===== config.mk =====
export PLATFORM = sky130hd
export DESIGN_NAME = alu_sequencer
export DESIGN_NICKNAME = d
export VERILOG_FILES = /design/src/rtl/alu_seq_pkg.sv /design/src/rtl/alu_seq_decoder.sv /design/src/rtl/alu_sequencer.sv
export SDC_FILE = /design/constraint.sdc
export NUM_CORES = 1
export LEC_CHECK = 0
export ABC_AREA = 1
export BUFFER_PORTS_ARGS = -buffer_cell sky130_fd_sc_hd__buf_4
export CORE_MARGIN = 4
export CORE_UTILIZATION = 29
export DETAILED_ROUTE_END_ITERATION = 6
export MAX_ROUTING_LAYER = met4
export SETUP_SLACK_MARGIN = 0.1
export SLEW_MARGIN = 5
export SYNTH_ARGS = -nofsm -noshare
export SYNTH_HDL_FRONTEND = slang
export SYNTH_SLANG_ARGS = --single-unit

===== constraint.sdc =====
create_clock -name clk -period 1.7 [get_ports clk]
set_input_delay 0.34 -clock clk [delete_from_list [all_inputs] [get_ports clk]]
set_output_delay 0.34 -clock clk [all_outputs]
set_load 0.01 [all_outputs]

===== src/rtl/alu_seq_pkg.sv =====
// Shared constants for the ALU sequencer: ALU op codes, RISC-V opcodes and FSM state encoding.
// The ALU_SEQ_SHIFT_EN build option, which enables SLL/SRL decode, is used by alu_seq_decoder.
package alu_seq_pkg;

   localparam logic [3:0] ALU_ADD   = 4'd0;
   localparam logic [3:0] ALU_SUB   = 4'd1;
   localparam logic [3:0] ALU_OR    = 4'd2;
   localparam logic [3:0] ALU_AND   = 4'd3;
   localparam logic [3:0] ALU_XOR   = 4'd4;
   localparam logic [3:0] ALU_LUI   = 4'd5;
   localparam logic [3:0] ALU_SLL   = 4'd6;
   localparam logic [3:0] ALU_SRL   = 4'd7;
   localparam logic [3:0] ALU_BEQ   = 4'd8;
   localparam logic [3:0] ALU_BNE   = 4'd9;
   localparam logic [3:0] ALU_AUIPC = 4'd15;

   localparam logic [6:0] OPC_R      = 7'b0110011;
   localparam logic [6:0] OPC_I      = 7'b0010011;
   localparam logic [6:0] OPC_LUI    = 7'b0110111;
   localparam logic [6:0] OPC_AUIPC  = 7'b0010111;
   localparam logic [6:0] OPC_BRANCH = 7'b1100011;

   typedef enum logic [1:0] {
      ST_IDLE = 2'd0,
      ST_EXEC = 2'd1,
      ST_RESP = 2'd2
   } seq_state_t;

   typedef struct packed {
      logic        illegal;
      logic        is_branch;
      logic [3:0]  op;
      logic [31:0] a;
      logic [31:0] b;
   } dec_t;

endpackage


===== src/rtl/alu_seq_decoder.sv =====
// Combinational instruction decoder: instruction fields to ALU op, operands and illegal flag.
// Define ALU_SEQ_SHIFT_EN to decode SLL/SRL; otherwise funct3 001/101 on R/I opcodes is illegal.
module alu_seq_decoder
   import alu_seq_pkg::*;
(
   input  logic [6:0]  i_opcode,
   input  logic [2:0]  i_funct3,
   input  logic        i_funct7b5,
   input  logic [31:0] i_rs1,
   input  logic [31:0] i_rs2,
   input  logic [31:0] i_imm,
   input  logic [31:0] i_pc,
   output dec_t        o_dec
);

   logic       w_is_r;
   logic       w_f7_set_r;
   logic [3:0] w_arith_op;
   logic       w_arith_ok;

   assign w_is_r     = (i_opcode == OPC_R);
   assign w_f7_set_r = w_is_r & i_funct7b5;

   // funct3 table shared by R and I forms; funct7b5 only selects SUB on R-type
   always_comb begin
      w_arith_op = ALU_ADD;
      w_arith_ok = 1'b0;
      case (i_funct3)
         3'b000: begin
            w_arith_op = w_f7_set_r ? ALU_SUB : ALU_ADD;
            w_arith_ok = 1'b1;
         end
         3'b110: begin
            w_arith_op = ALU_OR;
            w_arith_ok = !w_f7_set_r;
         end
         3'b111: begin
            w_arith_op = ALU_AND;
            w_arith_ok = !w_f7_set_r;
         end
         3'b100: begin
            w_arith_op = ALU_XOR;
            w_arith_ok = !w_f7_set_r;
         end
`ifdef ALU_SEQ_SHIFT_EN
         3'b001: begin
            w_arith_op = ALU_SLL;
            w_arith_ok = !w_f7_set_r;
         end
         3'b101: begin
            w_arith_op = ALU_SRL;
            w_arith_ok = !i_funct7b5;
         end
`else
         3'b001:  w_arith_ok = 1'b0;
         3'b101:  w_arith_ok = 1'b0;
`endif
         default: w_arith_ok = 1'b0;
      endcase
   end

   always_comb begin
      o_dec         = '0;
      o_dec.illegal = 1'b1;
      case (i_opcode)
         OPC_R, OPC_I: begin
            o_dec.illegal = !w_arith_ok;
            o_dec.op      = w_arith_op;
            o_dec.a       = i_rs1;
            o_dec.b       = w_is_r ? i_rs2 : i_imm;
         end
         OPC_LUI: begin
            o_dec.illegal = 1'b0;
            o_dec.op      = ALU_LUI;
            o_dec.b       = i_imm;
         end
         OPC_AUIPC: begin
            o_dec.illegal = 1'b0;
            o_dec.op      = ALU_AUIPC;
            o_dec.a       = i_pc;
            o_dec.b       = i_imm;
         end
         OPC_BRANCH: begin
            o_dec.illegal   = (i_funct3[2:1] != 2'b00);
            o_dec.is_branch = 1'b1;
            o_dec.op        = i_funct3[0] ? ALU_BNE : ALU_BEQ;
            o_dec.a         = i_rs1;
            o_dec.b         = i_rs2;
         end
         default: o_dec.illegal = 1'b1;
      endcase
   end

endmodule


===== src/rtl/alu_sequencer.sv =====
// Sequences one instruction at a time through an external combinational ALU: IDLE -> EXEC -> RESP.
// Decode lives in alu_seq_decoder; build option ALU_SEQ_SHIFT_EN enables shift decode there.
module alu_sequencer
   import alu_seq_pkg::*;
(
   input  logic        clk,
   input  logic        reset,
   input  logic        Req_Valid_i,
   output logic        Req_Ready_o,
   input  logic [6:0]  Opcode_i,
   input  logic [2:0]  Funct3_i,
   input  logic [0:0]  Funct7b5_i,
   input  logic [31:0] Rs1_i,
   input  logic [31:0] Rs2_i,
   input  logic [31:0] Imm_i,
   input  logic [31:0] PC_i,
   output logic [3:0]  ALU_Operation_o,
   output logic [31:0] A_o,
   output logic [31:0] B_o,
   input  logic [31:0] ALU_Result_i,
   input  logic        Zero_i,
   output logic        Rsp_Valid_o,
   input  logic        Rsp_Ready_i,
   output logic [31:0] Rsp_Result_o,
   output logic        Rsp_Branch_Taken_o,
   output logic        Rsp_Illegal_o,
   output logic [1:0]  o_dbg_state
);

   // Handshakes: a transfer happens on a rising edge where valid & ready are both high;
   // the source holds its payload stable while valid is high and ready is low.

   seq_state_t  r_state;
   seq_state_t  w_state_next;
   logic [3:0]  r_op;
   logic [31:0] r_a;
   logic [31:0] r_b;
   logic        r_is_branch;
   logic [31:0] r_rsp_result;
   logic        r_rsp_taken;
   logic        r_rsp_illegal;
   dec_t        w_dec;
   logic        w_accept;

   alu_seq_decoder u_decoder (
      .i_opcode   (Opcode_i),
      .i_funct3   (Funct3_i),
      .i_funct7b5 (Funct7b5_i[0]),
      .i_rs1      (Rs1_i),
      .i_rs2      (Rs2_i),
      .i_imm      (Imm_i),
      .i_pc       (PC_i),
      .o_dec      (w_dec)
   );

   assign w_accept = (r_state == ST_IDLE) & Req_Valid_i;

   always_ff @(posedge clk or negedge reset) begin
      if (!reset) r_state <= ST_IDLE;
      else        r_state <= w_state_next;
   end

   always_comb begin
      w_state_next = r_state;
      case (r_state)
         ST_IDLE: if (Req_Valid_i) w_state_next = w_dec.illegal ? ST_RESP : ST_EXEC;
         ST_EXEC: w_state_next = ST_RESP;
         ST_RESP: if (Rsp_Ready_i) w_state_next = ST_IDLE;
         default: w_state_next = ST_IDLE;
      endcase
   end

   // ALU-side registers change only on a legal accept, so they hold the last issue elsewhere
   always_ff @(posedge clk or negedge reset) begin
      if (!reset) begin
         r_op          <= '0;
         r_a           <= '0;
         r_b           <= '0;
         r_is_branch   <= 1'b0;
         r_rsp_result  <= '0;
         r_rsp_taken   <= 1'b0;
         r_rsp_illegal <= 1'b0;
      end else begin
         if (w_accept) begin
            if (w_dec.illegal) begin
               r_rsp_result  <= '0;
               r_rsp_taken   <= 1'b0;
               r_rsp_illegal <= 1'b1;
            end else begin
               r_op        <= w_dec.op;
               r_a         <= w_dec.a;
               r_b         <= w_dec.b;
               r_is_branch <= w_dec.is_branch;
            end
         end
         if (r_state == ST_EXEC) begin
            r_rsp_result  <= ALU_Result_i;
            r_rsp_taken   <= r_is_branch & Zero_i;
            r_rsp_illegal <= 1'b0;
         end
      end
   end

   // Gating with reset keeps ready low while reset is held, even though the state reads IDLE
   assign Req_Ready_o        = (r_state == ST_IDLE) & reset;
   assign Rsp_Valid_o        = (r_state == ST_RESP);
   assign ALU_Operation_o    = r_op;
   assign A_o                = r_a;
   assign B_o                = r_b;
   assign Rsp_Result_o       = r_rsp_result;
   assign Rsp_Branch_Taken_o = r_rsp_taken;
   assign Rsp_Illegal_o      = r_rsp_illegal;
   assign o_dbg_state        = r_state;

endmodule


# Word-level counts from Yosys, hierarchy flattened
# Cells that the tools add are included.
[totals] ff_bits=105 inputBits=176 output_inout_bits=106 elab_cells=62
[classes] eq_ne=12 n_mux=23 bitwise_logic=5 reduce_logical=14
[ops] operator="$mux W32" n=4
[ops] operator="$pmux W32 S3" n=1
[ops] operator="$pmux W32 S2" n=1
[ops] operator="$pmux W4 S4" n=2
[ops] operator="$eq A7 B5 Y1 const B" n=2
[ops] operator="$eq A7 B6 Y1 const B" n=2
[ops] operator="$eq A3 B3 Y1 const B" n=3
[ops] operator="$mux W1" n=9
[ops] operator="$eq A7 B7 Y1 const B" n=1
[ops] operator="$mux W2" n=3
[ops] operator="$pmux W2 S3" n=1
[ops] operator="$reduce_and A2 Y1" n=3
[ops] operator="$reduce_bool A2 Y1" n=3
[ops] operator="$reduce_or A3 Y1" n=2
[ops] operator="$and A1 B1 Y1" n=4
[ops] operator="$reduce_or A2 Y1" n=2
[ops] operator="$logic_not A3 Y1" n=1
[ops] operator="$pmux W1 S3" n=1
[ops] operator="$eq A2 B1 Y1 const B" n=1
[ops] operator="$eq A2 B2 Y1 const B" n=1
[ops] operator="$logic_not A1 Y1" n=2
[ops] operator="$logic_not A2 Y1" n=1
[ops] operator="$ne A2 B1 Y1 const B" n=1
[ops] operator="$ne A2 B2 Y1 const B" n=1
[ops] operator="other kinds (2)" n=2

# Depth between registers and ports, before layout
[depth] ltp_word=9 mapped_depth=11 mapped_depth_nobuf=10

# Hierarchy
# Synthesis repeated with hierarchy kept, for this count alone.
[unflattened] cells_unflattened=715 hier_area_um2=5325.1
[by_module_without_submodules] module="alu_sequencer" n_inst=1 cells_per_inst=458 area_each_um2=4171.5 seq_area_each_um2=2627.5
[by_module_without_submodules] module="alu_seq_decoder" n_inst=1 cells_per_inst=257 area_each_um2=1153.6 seq_area_each_um2=0.0

# Least setup slack after synthesis
# No wires, ideal clock.
[synth_timing] path_type="input -> register" startpoint="in Opcode_i[1]" endpoint="reg r_a[20] (netlist: A_o[20])" setup_time_ns=0.124 arrival_time_ns=1.411 required_time_ns=1.576 path_slack_ns=0.165 path_stages=9 path_cell_list="nand2_1 -> nor3_2 -> nand2_1 -> a21oi_2 -> nand3_2 -> buf_6 -> buf_4 -> nand2_1 -> o21ai_1"
[synth_between] elab_chain_cells=8 elab_cells_between_ends=16 classes_between="eq/ne: 5; mux: 3; bitwise: 2; reduce/logical: 6"
[synth_lines] item="start, declared" line="alu_sequencer.sv:10" rtl="input logic [6:0] Opcode_i,"
[synth_lines] item="$eq A7 B6 Y1" line="alu_seq_decoder.sv:21, alu_seq_decoder.sv:65"
[synth_lines] item="$and A1 B1 Y1" line="alu_seq_decoder.sv:22" rtl="assign w_f7_set_r = w_is_r & i_funct7b5;"
[synth_lines] item="$logic_not A1 Y1" line="alu_seq_decoder.sv:35, alu_seq_decoder.sv:39, alu_seq_decoder.sv:43"
[synth_lines] item="$pmux W1 S2" line="alu_seq_decoder.sv:28" rtl="case (i_funct3)"
[synth_lines] item="$logic_not A1 Y1" line="alu_seq_decoder.sv:67" rtl="o_dec.illegal = !w_arith_ok;"
[synth_lines] item="$pmux W1 S3" line="alu_seq_decoder.sv:65" rtl="case (i_opcode)"
[synth_lines] item="$not A1 Y1 (no line)"
[synth_lines] item="$reduce_and A2 Y1 (no line)"
[synth_lines] item="end signal, assigned" line="alu_sequencer.sv:91" rtl="r_a <= w_dec.a;"
[synth_lines] item="end, declared" line="alu_sequencer.sv:36" rtl="logic [31:0] r_a;"
# Parallel ways exist; a longest one is shown, timed or not.
# A chain may end at the register's enable or synchronous reset.

# Worst setup path in the final report
[layout_timing] startpoint="reg r_state[1] (netlist: o_dbg_state[1])" endpoint="out Req_Ready_o"
[layout_between] elab_chain_cells=2
[layout_lines] item="start, declared" line="alu_sequencer.sv:33" rtl="seq_state_t r_state;"
[layout_lines] item="start signal, assigned" line="alu_sequencer.sv:60" rtl="else r_state <= w_state_next;"
[layout_lines] item="$logic_not A2 Y1" line="alu_sequencer.sv:105" rtl="assign Req_Ready_o = (r_state == ST_IDLE) & reset;"
[layout_lines] item="$and A1 B1 Y1" line="alu_sequencer.sv:105"
[layout_lines] item="end, declared" line="alu_sequencer.sv:9" rtl="output logic Req_Ready_o,"
# Every way passes these cells.

==> flow_metrics.tcl <==
set metrics [dict create \
    ios 282 \
    power_leakage_nw 4.25 \
    yosysUniqueCellTypes 28 \
    period_share_pct 87.6 \
    routedWlPerCell_um 14.6 \
    slowest_stage "dfrtp_1" \
    p_sw_mw 1.23 \
    ys_top_cells_by_count "nand2_1, dfrtp_1, nand3_1, a22oi_1, o21ai_1" \
    vdd_drop_max_v 0.000421 \
    skew_ps 8.33 \
    synth_top_flop_cell "dfrtp_1" \
    vias_per_cell 4.47 \
    gp_congestion 0.821 \
    synth_async_sr_flop_share_pct 100 \
    post_cts_buffers 0 \
    yosys.area.top_type "dfrtp_1" \
    status "finished clean" \
    clk_latency_ps 350 \
    core_um2 16100 \
    synth_top_area_share_pct 54.6 \
    critical_path.max_fanout 5 \
    cpPeakStageDelay_ps 430 \
    synth_cells 602 \
    cts_made_buffers 9 \
    finalCriticalPeriod_ps 1490 \
    combPwrFrac_pct 12.3 \
    hold_buffers 0 \
    setup_ws_ps 210 \
    cts.clk_slew.worst_paths_ps 70 \
    grt_use_total_pct 17.1 \
    clk_path_buf_depth 2 \
    avgSynthCellArea_um2 7.99 \
    antennaDiodeCount 0 \
    wl_mm 16.1 \
    setup_viol 0 \
    cts-resized-gates 0 \
    syn2layout_area_growth_pct 59.2 \
    drive_gt1_share_pct 37.6 \
    ys_ff_latch 105 \
    cts.sinks 105 \
    cts_tree "built" \
    cp.depth 2 \
    drcViolationCount 0 \
    max_freq_mhz 671 \
    intPower_mw 4.26 \
    whs_ps 102 \
    r2r_cells 8 \
    yosysWarningCount 0 \
    rows 46 \
    post-dp-hpwl_mm 12.3 \
    p_per_area_nw_per_um2 715 \
    hp-class "in2async" \
    fp.dieH_um 137 \
    syn_area_um2 4810 \
    fp.dieW_um 137 \
    grt_pass1_wl_mm 24.2 \
    relSlewSlack_pct 62.7 \
    finalMaxSlewViolations 0 \
    worst_setup_path_end_kind "output pin" \
    swShare_pct 22.4 \
    cp.required_ps 1360 \
    maxCapViolCount 0 \
    path_buf_inv 1 \
    crit_family "flip-flops" \
    worst_pin_slew_ps 560 \
    start_kind "flop" \
    layout.nets 1059 \
    detailedPlace.worstSlack_ps -55.7 \
    crit_path_cell_trace "nor3b_1 -> buf_4" \
    ys_seq_area_share_pct 54.6 \
    finalHoldViolCount 0 \
    syn-num-nets 778 \
    overflow 0 \
    p_seq_share_pct 46.8 \
    vias 4930 \
    clkPwrFrac_pct 40.9 \
    arrival_ps 1150 \
    cts_max_level 3 \
    dieArea_um2 18700 \
    criticalPathCategory "reg2out" \
    cts_root_buf "clkbuf_16" \
    yosys-top-cells-area "dfrtp_1, nand2_1, a22oi_1, nand3_1, o21ai_1" \
    yosys.cell_count.top_type "nand2_1" \
    grt_pass1_vias 4713 \
    drt_iter0_markers 292 \
    antenna_found_initial 0 \
    initial_utilization_pct 30.0 \
    grt_setup_unrepaired "false" \
    dr.pass1.iters 4 \
    port_buffers 281 \
    ant_nets 0 \
    utilization_pct 47.7 \
    synth-edff-count 0 \
    grt_max_degree 106 \
]
## cell families after synthesis
group | Yosys count | share of synthesized area (%)
AOI/OAI and AO/OA | 77 | 9.94
buffers and inverters | 50 | 4.79
DFF | 105 | 54.6
and+or+nand+nor | 370 | 30.7
## final cells by class
class	instances	area, µm²
inverters	14	52.6
well taps	216	270
clock buffers	11	243
multi-input cells	447	1970
fillers	1627	8400
clock inverters	5	78.8
flip-flops and latches	105	2630
repair buffers	306	2420
## stage by stage
| stage | instance area (µm²) | cells | setup TNS [ps] | power, mW |
|---|---|---|---|---|
| after CTS | 7660 | 1104 | 0 | 5.57 |
| after detailed placement | 7340 | 1088 | -2900 | 3.30 |
| after floorplan | 4810 | 602 | 0 | 2.77 |
| after global routing | 7660 | 1104 | 0 | 5.72 |
| final | 7660 | 1104 | 0 | 5.48 |
| after global placement | 7340 | 1088 | 0 | 3.30 |
## power by group through the flow
stage | Combinational (mW) | Sequential, mW | Clock (mW)
floorplan | 0.136 | 2.63 | 0
global placement | 0.685 | 2.61 | 0
detailed placement | 0.688 | 2.61 | 0
CTS | 0.689 | 2.56 | 2.31
global route | 0.740 | 2.57 | 2.41
finish | 0.674 | 2.57 | 2.24
## metal layers
layer	share of wire, %	global-route usage, %
met5	0	-
met4	1.7	5.43
met3	8.2	4.23
met2	50	28.0
met1	40	20.8
## worst paths after layout
path	from	to	slack (ps)
max in group asynchronous	reset	Rsp_Result_o[19]	1170
min in group clk	ALU_Result_i[16]	Rsp_Result_o[16]	190
setup / recovery	o_dbg_state[1]	Req_Ready_o	210
setup reg to reg	o_dbg_state[1]	B_o[0]	280
hold / removal	reset	B_o[29]	100
hold reg to reg	B_o[11]	B_o[11]	480
## registers in the layout, indices dropped and copies added (netlist names)
| name | count |
|---|---|
| A_o | 32 |
| Rsp_Result_o | 32 |
| Rsp_Branch_Taken_o | 1 |
| r_is_branch | 1 |
| B_o | 32 |
| Rsp_Illegal_o | 1 |
| ALU_Operation_o | 4 |
| o_dbg_state | 2 |
## layout by cell type (no fill, tap or decap)
cell type	Yosys	final
o21ai_2	1	2
inv_2	3	3
nor3_2	1	1
clkbuf_8	0	1
nor2_4	1	1
nor2_2	2	3
clkinv_4	0	1
clkbuf_1	16	1
buf_4	2	296
a31oi_1	2	2
nor3_1	2	2
clkbuf_16	0	9
nand2_1	314	314
a21oi_1	2	2
nand3_1	40	40
clkinv_2	0	2
and2_1	1	1
bufinv_16	0	2
buf_12	0	10
nor3b_1	1	1
o21ai_0	16	16
nor2_1	6	5
clkinv_1	1	1
nand2_2	1	1
nand3_4	0	1
inv_1	10	10
a22oi_1	32	32
dfrtp_1	105	105
o211ai_1	1	1
o21ai_1	22	21
a21oi_2	1	1
(Power assumes the default switching activity.)
